File: src/rtl/clk_period_monitor.sv
// Measures one falling-to-falling period and its high phase of an asynchronous mon_clk, in mclk cycles.
// Limitation: a mon_clk stuck high or low while armed never produces an edge, so ARM waits until reset.
module clk_period_monitor #(
    parameter int CNT_W = 16,
    parameter int TOL   = 1
) (
    input  logic             mclk,
    input  logic             rst,
    input  logic             mon_clk,
    input  logic             start,
    input  logic [CNT_W-1:0] exp_period,
    output logic             busy,
    output logic             done,
    output logic [CNT_W-1:0] meas_period,
    output logic [CNT_W-1:0] meas_high,
    output logic             period_ok,
    output logic             timeout
);

    typedef enum logic [1:0] {IDLE, ARM, MEAS, DONE} state_t;

    localparam logic [CNT_W-1:0] ALL_ONES = '1;
    localparam logic [CNT_W-1:0] SAT      = ALL_ONES - 1'b1;
    localparam logic [CNT_W:0]   TOL_W    = (CNT_W+1)'(TOL);

    state_t           state_reg, state_next;
    logic [2:0]       sync_reg;
    logic [CNT_W-1:0] period_cnt_reg;
    logic [CNT_W-1:0] high_cnt_reg;
    logic [CNT_W-1:0] exp_reg;
    logic             mon_level;
    logic             mon_fall;
    logic             sat_hit;
    logic [CNT_W:0]   diff;

    // Bits [1:0] are the synchroniser, bit [2] is the edge-detect history.
    assign mon_level = sync_reg[1];
    assign mon_fall  = sync_reg[2] & ~sync_reg[1];
    assign sat_hit   = (period_cnt_reg == SAT);

    always_ff @(posedge mclk or posedge rst) begin
        if (rst) begin
            sync_reg  <= '0;
            state_reg <= IDLE;
        end else begin
            sync_reg  <= {sync_reg[1:0], mon_clk};
            state_reg <= state_next;
        end
    end

    always_comb begin
        state_next = state_reg;
        busy       = 1'b0;
        done       = 1'b0;
        case (state_reg)
            IDLE: begin
                if (start) state_next = ARM;
            end
            ARM: begin
                busy = 1'b1;
                if (mon_fall) state_next = MEAS;
            end
            MEAS: begin
                busy = 1'b1;
                if (mon_fall || sat_hit) state_next = DONE;
            end
            DONE: begin
                done       = 1'b1;
                state_next = IDLE;
            end
            default: state_next = IDLE;
        endcase
    end

    // Widened by one bit so the absolute difference never wraps.
    always_comb begin
        if ({1'b0, meas_period} >= {1'b0, exp_reg})
            diff = {1'b0, meas_period} - {1'b0, exp_reg};
        else
            diff = {1'b0, exp_reg} - {1'b0, meas_period};
    end

    always_ff @(posedge mclk or posedge rst) begin
        if (rst) begin
            period_cnt_reg <= '0;
            high_cnt_reg   <= '0;
            exp_reg        <= '0;
            meas_period    <= '0;
            meas_high      <= '0;
            period_ok      <= 1'b0;
            timeout        <= 1'b0;
        end else begin
            case (state_reg)
                IDLE: begin
                    if (start) begin
                        exp_reg   <= exp_period;
                        period_ok <= 1'b0;
                        timeout   <= 1'b0;
                    end
                end
                ARM: begin
                    if (mon_fall) begin
                        period_cnt_reg <= '0;
                        high_cnt_reg   <= '0;
                    end
                end
                MEAS: begin
                    if (mon_fall) begin
                        meas_period <= period_cnt_reg + 1'b1;
                        meas_high   <= high_cnt_reg;
                    end else if (sat_hit) begin
                        timeout     <= 1'b1;
                        meas_period <= ALL_ONES;
                        period_ok   <= 1'b0;
                    end else begin
                        period_cnt_reg <= period_cnt_reg + 1'b1;
                        if (mon_level) high_cnt_reg <= high_cnt_reg + 1'b1;
                    end
                end
                DONE: begin
                    period_ok <= ~timeout && (diff <= TOL_W);
                end
                default: ;
            endcase
        end
    end

endmodule

File: config.mk
export PLATFORM = sky130hd
export DESIGN_NAME = clk_period_monitor
export DESIGN_NICKNAME = d
export VERILOG_FILES = /design/src/rtl/clk_period_monitor.sv
export SDC_FILE = /design/constraint.sdc
export NUM_CORES = 1
export LEC_CHECK = 0
export BUFFER_PORTS_ARGS = -buffer_cell sky130_fd_sc_hd__buf_2
export CAP_MARGIN = 20
export CORE_MARGIN = 8
export CORE_UTILIZATION = 40
export CTS_BUF_LIST = sky130_fd_sc_hd__clkbuf_8 sky130_fd_sc_hd__clkbuf_16
export CTS_CLUSTER_SIZE = 28
export DETAILED_ROUTE_END_ITERATION = 16
export SETUP_SLACK_MARGIN = 0.4
export SYNTH_ARGS = -nofsm -noshare
export SYNTH_HDL_FRONTEND = slang
export SYNTH_SLANG_ARGS = --single-unit
File: constraint.sdc
create_clock -name mclk -period 8.9 [get_ports mclk]
set_input_delay 0.445 -clock mclk [delete_from_list [all_inputs] [get_ports mclk]]
set_output_delay 0.445 -clock mclk [all_outputs]
set_load 0.01 [all_outputs]
==> flow_metrics.tcl, run 1 <==
set metrics [dict create \
    port_buffers 55 \
    crit_slowest_cell "nand2_1" \
    coreArea_um2 13800 \
    antenna_cells 0 \
    wl_um 14500 \
    post_cts_resized 0 \
    holdWs_ns 0.166 \
    pwr-share-comb 0.580 \
    routed-via-count 4695 \
    tightest_slew_ns 0.999 \
    synth_edf_count 0 \
    p_leak_nw 3.13 \
    clock.fmax_mhz 283 \
    fin_tns_setup_ns 0 \
    dpl.hpwl_um 10700 \
    nFillCells 1313 \
    yosysMostFrequentCell "dfrtp_1" \
    crit_buf_inv 1 \
    synthFlopType "dfrtp_1" \
    io_pins 56 \
    path_max_fanout 17 \
    cts_tree "done" \
    syn_to_final_growth_pct 14.0 \
    final.period_utilization 0.397 \
    synthTopCellsByCount "dfrtp_1, nand2_1, nor2_1" \
    postCtsHoldBufs 0 \
    p_int_w 0.00140 \
    fin_nets 748 \
    setup_violations 0 \
    cts_setup_buffers 0 \
    powerDensity_nw_per_um2 403 \
    grt_pass1_vias 4780 \
    cts.sinks 87 \
    cts_buffers 9 \
    drc_errors 0 \
    p_sw_w 0.00119 \
    syn_area_um2 5650 \
    antenna_found_initial 0 \
    htreeDepth 3 \
    gp_congestion 0.867 \
    worst_path_dominant_cell_family "simple AND/OR/NAND/NOR gates" \
    power_w 0.00260 \
    yosysTopAreaCell "dfrtp_1" \
    pwr-share-clk 0.186 \
    pre_cts_ws_ns 5.38 \
    root_buffer "clkbuf_16" \
    wl_per_cell_um 16.7 \
    worstSetupEndpointType "register" \
    ys_ff_latch 87 \
    worst_slack_ns 5.36 \
    swShare 0.460 \
    utilization 0.466 \
    synth_seq_area_share 0.386 \
    skew_ns 0.00788 \
    synth_top_area_frac 0.386 \
    synth_cell_types 59 \
    final_hold_viol_count 0 \
    clkLatencyLatePin_ns 0.35 \
    hold_path_class "in -> async" \
    rsz0062_at_grt "no" \
    drt-initial-drc-count 443 \
    synth-async-reset-ratio 1.00 \
    synthesis.instances 646 \
    viasPerCell 5.40 \
    multi_input_area_um2 3190 \
    slew_violations 0 \
    grt_pass1_wl_um 24600 \
    fin_crit_ns 3.54 \
    required_ns 9.15 \
    seqCellArea_um2 2180 \
    synth_area_leaders "dfrtp_1, ha_1, nand2_1, nor2_1, a21oi_1" \
    ant_nets 0 \
    grt_max_degree 50 \
    vdd.ir_drop.worst_v 0.000125 \
    die_width_um 135 \
    slew_headroom 0.334 \
    arrival_ns 3.78 \
    clk_pin_slew_ns 0.07 \
    crit_type "reg -> reg" \
    drive_gt1_frac 0.152 \
    cap_violations 0 \
    crit_chain "inv_1 -> ha_1 -> nand2_1 -> nand3_1 -> or3b_1 -> a31oi_2 -> nand4bb_1 -> a2111oi_2 -> nand4_1 -> o41ai_2" \
    synth_nets 709 \
    max_stage_delay_ns 0.59 \
    initial_core_util 0.408 \
    rows 43 \
    grt_usage 0.167 \
    outcome "finished clean" \
    ys_warn_count 0 \
    grt.overflow.total 0 \
    die_h_um 135 \
    cts_buffer_depth 2 \
    avgSynthCellArea_um2 8.74 \
    worst_setup_path_start_kind "register" \
    dieArea_um2 18200 \
    p_seq_frac 0.234 \
    dr.pass1.iters 4 \
]
kinds of logic after synthesis:
family / count (synthesis) / synth area share
and+or+nand+nor: 240 / 0.201
AOI/OAI and AO/OA: 149 / 0.172
DFF: 87 / 0.386
buffers and inverters: 72 / 0.0494
adders and majority gates: 43 / 0.0979
xor gates and xnor gates: 32 / 0.0496
muxes: 23 / 0.0448
final cells by class:
type                       instances  area share
multi-input combinational        487       0.495
sequential                        87       0.338
timing repair buffer              57      0.0482
clock buffer                       9      0.0350
tap                              180      0.0350
inverter                          43      0.0253
clock inverter                     7      0.0231
power groups by stage:
stage	Clock (W)	Combinational (W)	Sequential, W
detailed placement	0	0.00149	0.000615
global placement	0	0.00146	0.000608
floorplan	0	0.00112	0.000597
CTS	0.000493	0.00150	0.000606
global route	0.000506	0.00168	0.000624
finish	0.000484	0.00151	0.000606
path summary, 6_finish.rpt:
check | from | endpoint | slack [ns] | cells past startpoint
worst max-delay path | state_reg[0]$_DFFE_PP0P_ | period_ok$_DFFE_PP0P_ | 5.36 | 10
worst min-delay path | rst | period_cnt_reg[4]$_DFFE_PP0P_ | 0.17 | 2
worst max register to register | state_reg[0]$_DFFE_PP0P_ | period_ok$_DFFE_PP0P_ | 5.36 | 10
worst min register to register | sync_reg[0]$_DFF_PP0_ | sync_reg[1]$_DFF_PP0_ | 0.35 | 0
max in group asynchronous | rst | period_ok$_DFFE_PP0P_ | 7.64 | 3
min in group mclk | mon_clk | sync_reg[0]$_DFF_PP0_ | 0.21 | 1
worst reg2reg max path, cell delays in order (launching register included):
cell       delay [ns]
dfrtp_1          0.43
inv_1            0.11
ha_1             0.44
nand2_1          0.59
nand3_1          0.24
or3b_1           0.45
a31oi_2          0.18
nand4bb_1        0.14
a2111oi_2        0.46
nand4_1          0.18
o41ai_2          0.21
cell usage in the layout, fill, tap and decap left out, types with 3 or more instances in the layout:
| master | instances |
|---|---|
| o31ai_1 | 4 |
| o21a_1 | 5 |
| and3_1 | 6 |
| nand2_1 | 85 |
| and2_1 | 6 |
| mux2i_1 | 5 |
| or2_2 | 3 |
| and4_1 | 3 |
| a21oi_1 | 45 |
| buf_2 | 55 |
| o41ai_1 | 4 |
| o21ai_1 | 5 |
| nor2_1 | 62 |
| xnor2_1 | 12 |
| a31oi_1 | 8 |
| dfrtp_1 | 87 |
| o21ai_0 | 35 |
| a22o_1 | 7 |
| a21o_1 | 9 |
| bufinv_16 | 4 |
| ha_1 | 41 |
| nand3_1 | 21 |
| mux2_2 | 18 |
| nand4_1 | 6 |
| nor2b_1 | 7 |
| a21boi_0 | 3 |
| inv_1 | 42 |
| xor2_1 | 20 |
| nor3_1 | 13 |
| nand2b_1 | 16 |
| clkbuf_16 | 9 |
routing by layer:
metal  track usage  up-vias  routed length [um]
li1              -     2307                   -
met1         0.219     2266                6830
met2         0.270       98                6890
met3        0.0215       24                 454
met4        0.0761        0                 365
met5             0        -                   0
through the flow:
stage	cell area, um2	instances
after global routing	6440	870
after CTS	6440	870
final	6440	870
after detailed placement	6070	854
after global placement	6040	853
after floorplan	5650	646
Note: power is estimated with default switching activity, not from simulation.
==> run 2: changes to the inputs <==
==> constraint.sdc (replaced) <==
create_clock -name mclk -period 3.04 [get_ports mclk]
set_input_delay 0.152 -clock mclk [delete_from_list [all_inputs] [get_ports mclk]]
set_output_delay 0.152 -clock mclk [all_outputs]
set_load 0.01 [all_outputs]
==> flow_metrics.tcl, run 2 (synthesized netlist as in run 1, its figures left out) <==
set metrics [dict create \
    r2r-end "period_ok$_DFFE_PP0P_" \
    htreeDepth 3 \
    dieArea_um2 18200 \
    wl_per_cell_um 16.4 \
    dpl.hpwl_um 11500 \
    powerDensity_nw_per_um2 1230 \
    initial_core_util 0.408 \
    worstSetupEndpointType "register" \
    wl_um 15300 \
    routed-via-count 4936 \
    tightest_slew_ns 0.767 \
    post-place-cells 910 \
    io_pins 56 \
    coreArea_um2 13800 \
    pre_cts_ws_ns -0.0623 \
    min_to "exp_reg[3]$_DFFE_PP0P_" \
    ant_nets 0 \
    place_area_um2 6500 \
    cts.sinks 87 \
    worst_slack_ns 0.0856 \
    cts_tree "done" \
    final.period_utilization 0.972 \
    antenna_cells 0 \
    cts_buffer_depth 2 \
    outcome "finished clean" \
    antenna_found_initial 0 \
    slew_headroom 0.487 \
    crit_type "reg -> reg" \
    power_w 0.00870 \
    die_width_um 135 \
    gp_congestion 0.872 \
    grt_usage 0.170 \
    required_ns 3.27 \
    worst_setup_path_start_kind "register" \
    vdd.ir_drop.worst_v 0.000390 \
    drt-initial-drc-count 275 \
    final_area_um2 7090 \
    grt_pass1_vias 4986 \
    drive_gt1_frac 0.276 \
    path_max_fanout 2 \
    viasPerCell 5.27 \
    drc_errors 0 \
    hold_path_class "in -> reg" \
    reg2regPathDepth 13 \
    rsz0062_at_grt "yes" \
    skew_ns 0.00813 \
    clock.fmax_mhz 338 \
    dr.pass1.iters 4 \
    worstHoldStart "exp_period[3]" \
    die_h_um 135 \
    grt_pass1_wl_um 25100 \
    cap_violations 0 \
    grt.overflow.total 0 \
    port_buffers 55 \
    cts_buffers 9 \
    min_path_cells 2 \
    clk_pin_slew_ns 0.06 \
    syn_to_final_growth_pct 25.6 \
    grt_max_degree 66 \
    setup_violations 0 \
    final_cell_mix "nand2_1, dfrtp_1, buf_4" \
    reg2reg_setup_slack_ns 0.09 \
    fin_nets 816 \
    reg2reg_from "exp_reg[0]$_DFFE_PP0P_" \
    arrival_ns 3.19 \
    final_hold_viol_count 0 \
    slew_violations 0 \
    clkLatencyLatePin_ns 0.34 \
    final_cells 937 \
    rows 43 \
    p_leak_nw 3.42 \
    root_buffer "clkbuf_16" \
    fin_crit_ns 2.95 \
]
run 2: area by class of cell:
cell class | count | area, um2
Inverter | 43 | 163
Timing Repair Buffer | 125 | 822
Clock buffer | 9 | 225
Clock inverter | 6 | 62.6
Sequential cell | 87 | 2180
Tap cell | 180 | 225
Fill cell | 1312 | 6730
Multi-Input combinational cell | 487 | 3420
run 2: worst max path at each step:
stage,from,endpoint,cells past startpoint
after global routing,exp_reg[0]$_DFFE_PP0P_,period_ok$_DFFE_PP0P_,13
after detailed placement,exp_reg[0]$_DFFE_PP0P_,period_ok$_DFFE_PP0P_,13
after floorplan,meas_period[0]$_DFFE_PP0P_,period_ok$_DFFE_PP0P_,12
final,exp_reg[0]$_DFFE_PP0P_,period_ok$_DFFE_PP0P_,13
after CTS,exp_reg[2]$_DFFE_PP0P_,period_ok$_DFFE_PP0P_,11
after global placement,exp_reg[0]$_DFFE_PP0P_,period_ok$_DFFE_PP0P_,14
run 2: metal layers:
metal / wire [um] / up-vias / GRT usage
li1: - / 2433 / -
met1: 7200 / 2393 / 0.233
met2: 7150 / 90 / 0.268
met3: 710 / 20 / 0.0212
met4: 270 / 0 / 0.0618
met5: 0 / - / 0
run 2: repair_timing:
item | CTS | global route
setup endpoints to repair | 1 | 5
buffers inserted | 7 | 3
gates resized for setup | 28 | 13
pin swaps | 14 | 16
endpoints found under the hold margin | 23 | 0
hold buffers | 2 | 0
run 2: critical path, cell delays in order, from the launching register on:
cell      delay (ns)
dfrtp_1         0.38
inv_1           0.06
ha_2            0.18
inv_2           0.04
fa_2            0.36
a21o_1          0.21
a311o_1         0.30
o41ai_2         0.24
o21bai_1        0.15
a21oi_1         0.15
o21ai_1         0.09
xor2_1          0.15
o22a_1          0.21
o41ai_2         0.33
run 2: stage by stage:
step | util | setup TNS (ns) | hold WS, ns
final | 0.513 | 0 | 0.0493
after floorplan | - | 0 | 0.183
after global routing | 0.513 | -0.0717 | 0.0407
after CTS | 0.508 | 0 | 0.0348
after global placement | 0.470 | 0 | 0.159
after detailed placement | 0.470 | -0.0623 | 0.166
run 2: power by group:
group / total (W) / switching (W) / internal (W)
Clock: 0.00109 / 0.000459 / 0.000631
Sequential: 0.00169 / 0.000245 / 0.00145
Combinational: 0.00591 / 0.00321 / 0.00270
Total: 0.00870 / 0.00392 / 0.00478
==> run 3: changes to the inputs <==
--- a/config.mk
+++ b/config.mk
@@ -5,6 +5,7 @@
 export SDC_FILE = /design/constraint.sdc
 export NUM_CORES = 1
 export LEC_CHECK = 0
+export ABC_AREA = 1
 export BUFFER_PORTS_ARGS = -buffer_cell sky130_fd_sc_hd__buf_2
 export CAP_MARGIN = 20
 export CORE_MARGIN = 8
==> flow_metrics.tcl, run 3 <==
set metrics [dict create \
    path_max_fanout 7 \
    dr.pass1.iters 5 \
    crit_chain "inv_1 -> ha_2 -> nand2_2 -> nor4_4 -> buf_4 -> a21oi_2 -> buf_4 -> nand2_1 -> nand2_1 -> nor3_2 -> nand3_1 -> nand2_1" \
    routed-via-count 5408 \
    io_pins 56 \
    die_h_um 139 \
    drc_errors 0 \
    viasPerCell 4.98 \
    slew_headroom 0.500 \
    p_leak_nw 3.54 \
    crit_buf_inv 3 \
    grt_usage 0.165 \
    drive_gt1_frac 0.160 \
    antenna_cells 0 \
    grt_max_degree 53 \
    yosysMostFrequentCell "nand2_1" \
    fin_nets 957 \
    synth_nets 893 \
    coreArea_um2 15000 \
    drt-initial-drc-count 236 \
    crit_type "reg -> reg" \
    arrival_ns 2.70 \
    cap_violations 0 \
    clkLatencyLatePin_ns 0.34 \
    final_cell_mix "nand2_1, inv_1, dfrtp_1" \
    fin_tns_setup_ns 0 \
    synthFlopType "dfrtp_1" \
    setup_violations 0 \
    syn_area_um2 6020 \
    clk_pin_slew_ns 0.07 \
    cts_tree "done" \
    outcome "finished clean" \
    crit_slowest_cell "dfrtp_1" \
    synth_cell_types 39 \
    grt.overflow.total 0 \
    worstSetupEndpointType "register" \
    avgSynthCellArea_um2 7.26 \
    worst_setup_path_start_kind "register" \
    max_stage_delay_ns 0.42 \
    gp_congestion 0.873 \
    vdd.ir_drop.worst_v 0.000446 \
    grt_pass1_wl_um 26400 \
    synth_edf_count 0 \
    cts_buffers 9 \
    slew_violations 0 \
    synth-async-reset-ratio 1.00 \
    nFillCells 1496 \
    wl_um 15500 \
    synth_top_area_frac 0.361 \
    dpl.hpwl_um 12400 \
    wl_per_cell_um 14.3 \
    crit_top_cell "nand2_1" \
    required_ns 3.32 \
    final.period_utilization 0.798 \
    cts_buffer_depth 2 \
    tightest_slew_ns 0.748 \
    ys_ff_latch 87 \
    cts.sinks 87 \
    place_area_um2 6500 \
    synth_seq_area_share 0.361 \
    synth_area_leaders "dfrtp_1, nand2_1, ha_1, inv_1, a21oi_1" \
    yosysTopAreaCell "dfrtp_1" \
    final_hold_viol_count 0 \
    powerDensity_nw_per_um2 1140 \
    ant_nets 0 \
    syn_to_final_growth_pct 15.4 \
    fin_crit_ns 2.43 \
    antenna_found_initial 0 \
    hold_path_class "in -> reg" \
    rows 45 \
    synthesis.instances 830 \
    clock.fmax_mhz 412 \
    rsz0062_at_grt "no" \
    worst_path_dominant_cell_family "simple AND/OR/NAND/NOR gates" \
    synthTopCellsByCount "nand2_1, inv_1, dfrtp_1" \
    final_area_um2 6950 \
    post-place-cells 1063 \
    port_buffers 55 \
    initial_core_util 0.402 \
    root_buffer "clkbuf_16" \
    final_common_cell "nand2_1" \
    final_cells 1087 \
    dieArea_um2 19200 \
    die_width_um 139 \
    htreeDepth 3 \
    ys_warn_count 0 \
    grt_pass1_vias 5469 \
    skew_ns 0.00549 \
]
## run 3: worst min-delay path, stage by stage
cell     delay [ns]
buf_2          0.07
nor2_1         0.03
a21oi_1        0.10
## run 3: what timing repair did
action	CTS	global route
gates resized for setup	0	15
hold buffers	1	1
hold endpoints to repair	1	51
setup endpoints to repair	0	1
setup buffers	0	4
## run 3: through the flow
stage                     worst slack, ns  utilization  hold slack, ns  total power [W]
after floorplan                     0.638            -           0.183          0.00545
after global placement              0.448        0.434           0.260          0.00662
after detailed placement            0.441        0.434           0.261          0.00664
after CTS                           0.416        0.455         0.00660          0.00779
after global routing                0.411        0.464          0.0657          0.00877
final                               0.613        0.464          0.0579          0.00794
## run 3: layout make-up
cell class,count,area [um2],area share
inverter,137,517,0.0743
sequential,87,2180,0.313
multi-input combinational,591,3300,0.475
tap,188,235,0.0338
timing repair buffer,68,410,0.0590
clock inverter,6,68.8,0.00990
clock buffer,10,239,0.0344
## run 3: path summary, 6_finish.rpt
kind,end,slack [ns],startpoint,depth (start not counted)
max,period_ok$_DFFE_PP0P_,0.61,meas_period[11]$_DFFE_PP0P_,12
min,exp_reg[15]$_DFFE_PP0P_,0.06,exp_period[15],3
max reg2reg,period_ok$_DFFE_PP0P_,0.61,meas_period[11]$_DFFE_PP0P_,12
min reg2reg,sync_reg[1]$_DFF_PP0_,0.35,sync_reg[0]$_DFF_PP0_,0
max in group asynchronous,timeout$_DFFE_PP0P_,2.14,rst,5
min in group asynchronous,meas_high[10]$_DFFE_PP0P_,0.21,rst,3
## run 3: kinds of logic (layout without fill, tap and decap cells)
kind of cell	after synthesis	after routing	share of synthesized area
AND/OR/NAND/NOR	395	395	0.293
buffers and inverters	153	221	0.101
AO/OA/AOI/OAI	129	130	0.119
flip-flops	87	87	0.361
adder cells (fa/ha/maj)	43	43	0.0918
XOR/XNOR	23	23	0.0334
## run 3: per-layer routing
layer  vias to the layer above  track usage  wire [um]
met5                         -            0          0
met4                         0       0.0543        313
met3                        22       0.0203        328
met2                        73        0.297       7810
met1                      2519        0.200       7090
li1                       2794            -          -
## run 3: power breakdown
part	total (W)	switching, W	internal [W]
sequential	0.00164	0.000218	0.00142
clock	0.00113	0.000466	0.000664
combinational	0.00518	0.00339	0.00179
